### src/rtl/keypad_scanner.sv
// rtl/keypad_scanner.sv - 4x4 active-low matrix keypad scanner with frame debounce.
// Optional auto-repeat of the held key is enabled by `define KEY_REPEAT_EN.
module keypad_scanner #(
    parameter int SCAN_DIV       = 20000,
    parameter int DEBOUNCE_SCANS = 4,
    parameter int REPEAT_FRAMES  = 32
) (
    input  logic       clk,
    input  logic       rst,
    input  logic [3:0] row,
    output logic [3:0] col,
    output logic [3:0] key_code,
    output logic       key_valid,
    output logic       key_down
);

    localparam int DW = (SCAN_DIV > 1) ? $clog2(SCAN_DIV) : 1;
    localparam int CW = $clog2(DEBOUNCE_SCANS + 1);
    localparam logic [DW-1:0] DIV_LAST = DW'(SCAN_DIV - 1);
    localparam logic [CW-1:0] DS_L     = CW'(DEBOUNCE_SCANS);

    typedef enum logic [1:0] {
        IDLE,
        DEBOUNCE,
        PRESSED,
        RELEASE
    } state_t;

    logic [3:0]    row_meta;
    logic [3:0]    row_sync;
    logic [DW-1:0] divider;
    logic [1:0]    col_idx;
    logic [1:0]    col_next;
    logic [15:0]   map;
    logic          tick;
    logic          frame_done;

    assign tick     = (divider == DIV_LAST);
    assign col_next = col_idx + 2'd1;

    always_ff @(posedge clk or posedge rst) begin
        if (rst) begin
            row_meta   <= 4'b1111;
            row_sync   <= 4'b1111;
            divider    <= '0;
            col_idx    <= 2'd0;
            col        <= 4'b1110;
            map        <= '0;
            frame_done <= 1'b0;
        end else begin
            row_meta   <= row;
            row_sync   <= row_meta;
            frame_done <= tick && (col_idx == 2'd3);
            divider    <= tick ? '0 : divider + 1'b1;
            if (tick) begin
                // A low row means the key at (col_idx, row) is closed.
                case (col_idx)
                    2'd0:    map[3:0]   <= ~row_sync;
                    2'd1:    map[7:4]   <= ~row_sync;
                    2'd2:    map[11:8]  <= ~row_sync;
                    default: map[15:12] <= ~row_sync;
                endcase
                col_idx <= col_next;
                col     <= ~(4'b0001 << col_next);
            end else if (frame_done) begin
                map <= '0;
            end
        end
    end

    logic       hit_any;
    logic       hit_multi;
    logic [3:0] hit_idx;
    logic       frame_none;
    logic       frame_one;

    always_comb begin
        hit_any   = 1'b0;
        hit_multi = 1'b0;
        hit_idx   = 4'd0;
        for (int i = 0; i < 16; i++) begin
            if (map[i]) begin
                if (hit_any) hit_multi = 1'b1;
                hit_any = 1'b1;
                hit_idx = 4'(i);
            end
        end
    end

    assign frame_none = !hit_any;
    assign frame_one  = hit_any && !hit_multi;

    state_t        state, state_n;
    logic [CW-1:0] cnt, cnt_n;
    logic [3:0]    cand, cand_n;
    logic [3:0]    code_n;
    logic          valid_n;
    logic          down_n;

`ifdef KEY_REPEAT_EN
    localparam int RW = $clog2(REPEAT_FRAMES + 1);
    localparam logic [RW-1:0] RP_L = RW'(REPEAT_FRAMES);
    logic [RW-1:0] rep_cnt, rep_n;

    always_ff @(posedge clk or posedge rst) begin
        if (rst) rep_cnt <= '0;
        else     rep_cnt <= rep_n;
    end
`else
    logic unused_repeat;
    assign unused_repeat = ^REPEAT_FRAMES;
`endif

    always_ff @(posedge clk or posedge rst) begin
        if (rst) begin
            state     <= IDLE;
            cnt       <= '0;
            cand      <= 4'd0;
            key_code  <= 4'd0;
            key_valid <= 1'b0;
            key_down  <= 1'b0;
        end else begin
            state     <= state_n;
            cnt       <= cnt_n;
            cand      <= cand_n;
            key_code  <= code_n;
            key_valid <= valid_n;
            key_down  <= down_n;
        end
    end

    always_comb begin
        state_n = state;
        cnt_n   = cnt;
        cand_n  = cand;
        code_n  = key_code;
        valid_n = 1'b0;
        down_n  = key_down;
`ifdef KEY_REPEAT_EN
        rep_n   = rep_cnt;
`endif
        if (frame_done) begin
            case (state)
                IDLE: begin
                    if (frame_one) begin
                        cand_n = hit_idx;
                        cnt_n  = CW'(1);
                        if (DEBOUNCE_SCANS == 1) begin
                            state_n = PRESSED;
                            code_n  = hit_idx;
                            valid_n = 1'b1;
                            down_n  = 1'b1;
`ifdef KEY_REPEAT_EN
                            rep_n   = '0;
`endif
                        end else begin
                            state_n = DEBOUNCE;
                        end
                    end
                end
                DEBOUNCE: begin
                    if (frame_one && (hit_idx == cand)) begin
                        cnt_n = cnt + 1'b1;
                        if (cnt_n == DS_L) begin
                            state_n = PRESSED;
                            code_n  = cand;
                            valid_n = 1'b1;
                            down_n  = 1'b1;
`ifdef KEY_REPEAT_EN
                            rep_n   = '0;
`endif
                        end
                    end else begin
                        state_n = IDLE;
                    end
                end
                PRESSED: begin
                    if (frame_none) begin
                        cnt_n = CW'(1);
                        if (DEBOUNCE_SCANS == 1) begin
                            state_n = IDLE;
                            down_n  = 1'b0;
                        end else begin
                            state_n = RELEASE;
                        end
`ifdef KEY_REPEAT_EN
                        rep_n = '0;
                    end else if (frame_one && (hit_idx == key_code)) begin
                        rep_n = rep_cnt + 1'b1;
                        if (rep_n == RP_L) begin
                            valid_n = 1'b1;
                            rep_n   = '0;
                        end
                    end else begin
                        rep_n = '0;
`endif
                    end
                end
                default: begin
                    // Any closure during release debounce means the key is still held.
                    if (frame_none) begin
                        cnt_n = cnt + 1'b1;
                        if (cnt_n == DS_L) begin
                            state_n = IDLE;
                            down_n  = 1'b0;
                        end
                    end else begin
                        state_n = PRESSED;
`ifdef KEY_REPEAT_EN
                        rep_n   = '0;
`endif
                    end
                end
            endcase
        end
    end

endmodule
### config.mk
export PLATFORM = sky130hd
export DESIGN_NAME = keypad_scanner
export DESIGN_NICKNAME = d
export VERILOG_FILES = /design/src/rtl/keypad_scanner.sv
export SDC_FILE = /design/constraint.sdc
export NUM_CORES = 1
export LEC_CHECK = 0
export CORE_MARGIN = 2
export CORE_UTILIZATION = 35
export CTS_CLUSTER_DIAMETER = 30
export DETAILED_ROUTE_END_ITERATION = 8
export GPL_TIMING_DRIVEN = 0
export PLACE_DENSITY_LB_ADDON = 0.25
export SYNTH_ARGS = -nofsm -noshare
export SYNTH_HDL_FRONTEND = slang
export SYNTH_SLANG_ARGS = --single-unit
### constraint.sdc
create_clock -name clk -period 2.9 [get_ports clk]
set_input_delay 0.29 -clock clk [delete_from_list [all_inputs] [get_ports clk]]
set_output_delay 0.29 -clock clk [all_outputs]
set_load 0.005 [all_outputs]
==> results of run 1 <==
-- repair_timing --
action	CTS	global route
pin swaps	2	9
gates resized for setup	4	19
setup endpoints to repair	6	10
setup buffers	3	10
-- cells by family (layout without fill, tap and decap cells) --
group	Yosys count	after routing	synth area share, %
AND/OR/NAND/NOR	118	118	19.4
AO/OA/AOI/OAI	66	66	14.2
flip-flops	61	61	49.4
buffers and inverters	22	64	2.77
adder cells (fa/ha/maj)	15	15	6.02
XOR/XNOR	15	15	4.21
multiplexers	11	11	3.93
-- power breakdown --
| part | total, mW | leakage [nW] | switching (mW) | internal (mW) |
|---|---|---|---|---|
| clock | 0.760 | 0.0935 | 0.357 | 0.404 |
| sequential | 0.864 | 0.789 | 0.00312 | 0.861 |
| combinational | 0.0260 | 0.802 | 0.0173 | 0.00867 |
-- state kept, by name, summed over array words and instances (netlist names) --
register and cells:
map 16, divider 15, cand 4, col 4
key_code 4, row_meta 4, row_sync 4, cnt 3
col_idx 2, state 2, frame_done 1, key_down 1
key_valid 1
-- final cells by class --
cell class / count / area, µm² / area share [%]
Buffer: 6 / 22.5 / 0.592
Clock buffer: 10 / 128 / 3.35
Clock inverter: 6 / 71.3 / 1.87
Inverter: 13 / 48.8 / 1.28
Multi-Input combinational cell: 225 / 1590 / 41.7
Sequential cell: 61 / 1550 / 40.7
Tap cell: 108 / 135 / 3.55
Timing Repair Buffer: 29 / 268 / 7.03
-- worst max-delay path: stages (launching register included) --
cell and delay (ns):
dfrtp_2 0.46, or4_4 0.59, o31ai_1 0.34, o2111ai_2 0.22, nor4_2 0.30, nand4_1 0.24
o211a_1 0.34, mux2_4 0.31
-- metal layers --
layer | global-route usage, % | up-vias | part of all wire, %
li1 | - | 1180 | -
met1 | 18.4 | 1121 | 47
met2 | 21.6 | 44 | 48
met3 | 4.80 | 8 | 3.9
met4 | 4.85 | 0 | 1.6
met5 | 0 | - | 0
-- how the worst min path moves through the flow --
stage	endpoint	cells past startpoint	slack (ns)	startpoint
floorplan	row_meta[0]	0	0.29	row[0]
global placement	row_sync[1]	0	0.35	row_meta[1]
detailed placement	row_sync[2]	0	0.35	row_meta[2]
CTS	row_meta[3]	1	0.33	row[3]
global route	row_meta[0]	1	0.32	row[0]
finish	divider[8]	2	0.34	rst
-- metrics by stage --
stage	util, %	instance area (µm²)	TNS, ns	hold slack [ns]
floorplan	-	3120	0	0.294
global placement	39.2	3400	-1.83	0.346
detailed placement	39.4	3420	-0.431	0.347
CTS	42.3	3670	0	0.326
global route	43.9	3810	-0.174	0.322
finish	43.9	3810	-0.00107	0.337
-- cell usage after synthesis (all sizes together) (2+ instances only) --
cell type	number	area [µm²]
a211o	3	26.3
a21oi	3	15.0
a22o	5	43.8
a22oi	2	15.0
a31oi	2	12.5
a41o	2	20.0
and3	3	18.8
and4	2	17.5
buf	3	15.0
clkbuf	6	22.5
dfrtp	50	1250
dfstp	11	289
ha	15	188
inv	13	48.8
mux2	10	113
nand2	33	124
nand2b	3	18.8
nand3	10	50.1
nand4	8	50.1
nor2	26	100
nor2b	5	31.3
nor3	5	25.0
nor4	8	50.1
nor4b	2	17.5
o2111ai	2	17.5
o21a	3	22.5
o21ai	30	150
o31ai	6	45.0
o41ai	2	25.0
or3	5	31.3
or4	3	33.8
xnor2	10	87.6
xor2	5	43.8
==> results.sh, run 1 <==
export IMPL_outcome="finished, violations left"
export IMPL_failed_checks="setup timing"
export IMPL_synth_edf_count=0
export IMPL_syn_area_per_cell_um2=10.1
export IMPL_criticalPathCategory="reg2reg"
export IMPL_fp_dieW_um=98.4
export IMPL_endpoint_kind="flop"
export IMPL_place_ws_ns=-0.0905
export IMPL_grt_usage_pct=14.0
export IMPL_hold_path_class="in2async"
export IMPL_ys_flop_type="dfrtp_1"
export IMPL_hold_viol=0
export IMPL_grt_overflow=0
export IMPL_cts_htree_levels=3
export IMPL_layout_common_cells="dfrtp_1, nand2_1, o21ai_0"
export IMPL_holdBufCountCts=0
export IMPL_rr_worst_depth=7
export IMPL_grt_pass1_wl_um=10800
export IMPL_finalCriticalPeriod_ns=2.90
export IMPL_wl_um=6400
export IMPL_vias_per_cell=5.14
export IMPL_layout_drive_gt1_share_pct=20.9
export IMPL_io_buffers=15
export IMPL_via_count=2353
export IMPL_root_buffer="clkbuf_8"
export IMPL_insertedDiodeCount=0
export IMPL_remaining_drc_errors=0
export IMPL_maxSlewHeadroom_pct=60.9
export IMPL_crit_path_end="state[1]"
export IMPL_reg2reg_slack_ns=-0.001
export IMPL_setup_ws_ns=-0.00107
export IMPL_critPathMaxFanout=7
export IMPL_start_util_pct=35.9
export IMPL_mostFrequentLayoutCell="dfrtp_1"
export IMPL_dr_pass1_iters=4
export IMPL_reg2reg_from="map[5]"
export IMPL_cp_start_kind="flop"
export IMPL_core_area_um2=8680
export IMPL_path_clk_slew_ns=0.07
export IMPL_skew_ns=0.00624
export IMPL_cts_tree="yes"
export IMPL_drtAntennaViolNets=0
export IMPL_fillers=839
export IMPL_timing_fmax_ghz=0.345
export IMPL_cts_sinks=61
export IMPL_worstSkewPairLatency_ns=0.34
export IMPL_stdcell_count=458
export IMPL_grt_pass1_vias=2297
export IMPL_rows=34
export IMPL_p_leak_nw=1.68
export IMPL_required_ns=3.13
export IMPL_avgRoutedWirePerCell_um=14.0
export IMPL_placedCellCount=432
export IMPL_area_growth_syn_to_layout_pct=22.1
export IMPL_worst_ep_arrival_time_ns=3.13
export IMPL_synth_cell_types=48
export IMPL_ios=16
export IMPL_ctsLongestPathBuffers=2
export IMPL_reg2reg_to="state[1]"
export IMPL_ir_drop_uv=270
export IMPL_place_congestion=0.785
export IMPL_grt_max_degree=37
export IMPL_worstMarginPinSlew_ns=0.582
export IMPL_power_mw=1.65
export IMPL_die_area_um2=9680
export IMPL_startpoint="map[5]"
export IMPL_rsz0062_at_grt="true"
export IMPL_ys_warn_count=0
export IMPL_synth_seq_cells=61
export IMPL_dieHeight_um=98.4
export IMPL_synthArstFlopShare_pct=100
export IMPL_yosysSeqAreaShare_pct=49.4
export IMPL_syn_num_nets=329
export IMPL_slew_violations=0
export IMPL_setup_violations=1
export IMPL_fin_crit_sh_pct=100
export IMPL_antenna_found_initial=0
export IMPL_drt_initial_drc_count=112
export IMPL_nets=366
export IMPL_dp_final_hpwl_um=4380
export IMPL_syn_inst=308
export IMPL_netlist_area_um2=3120
export IMPL_cts_buffers=9
export IMPL_cap_violations=0
export IMPL_powerDensity_nw_per_um2=434
Note: power is estimated with default switching activity, not from simulation.
==> run 2, diff against run 1 <==
--- a/config.mk
+++ b/config.mk
@@ -10,6 +10,7 @@
 export CTS_CLUSTER_DIAMETER = 30
 export DETAILED_ROUTE_END_ITERATION = 8
 export GPL_TIMING_DRIVEN = 0
+export HOLD_SLACK_MARGIN = 0.06
 export PLACE_DENSITY_LB_ADDON = 0.25
 export SYNTH_ARGS = -nofsm -noshare
 export SYNTH_HDL_FRONTEND = slang
==> results of run 2 <==
Same layout as run 1: the final DEF is identical, and so are final timing and power.
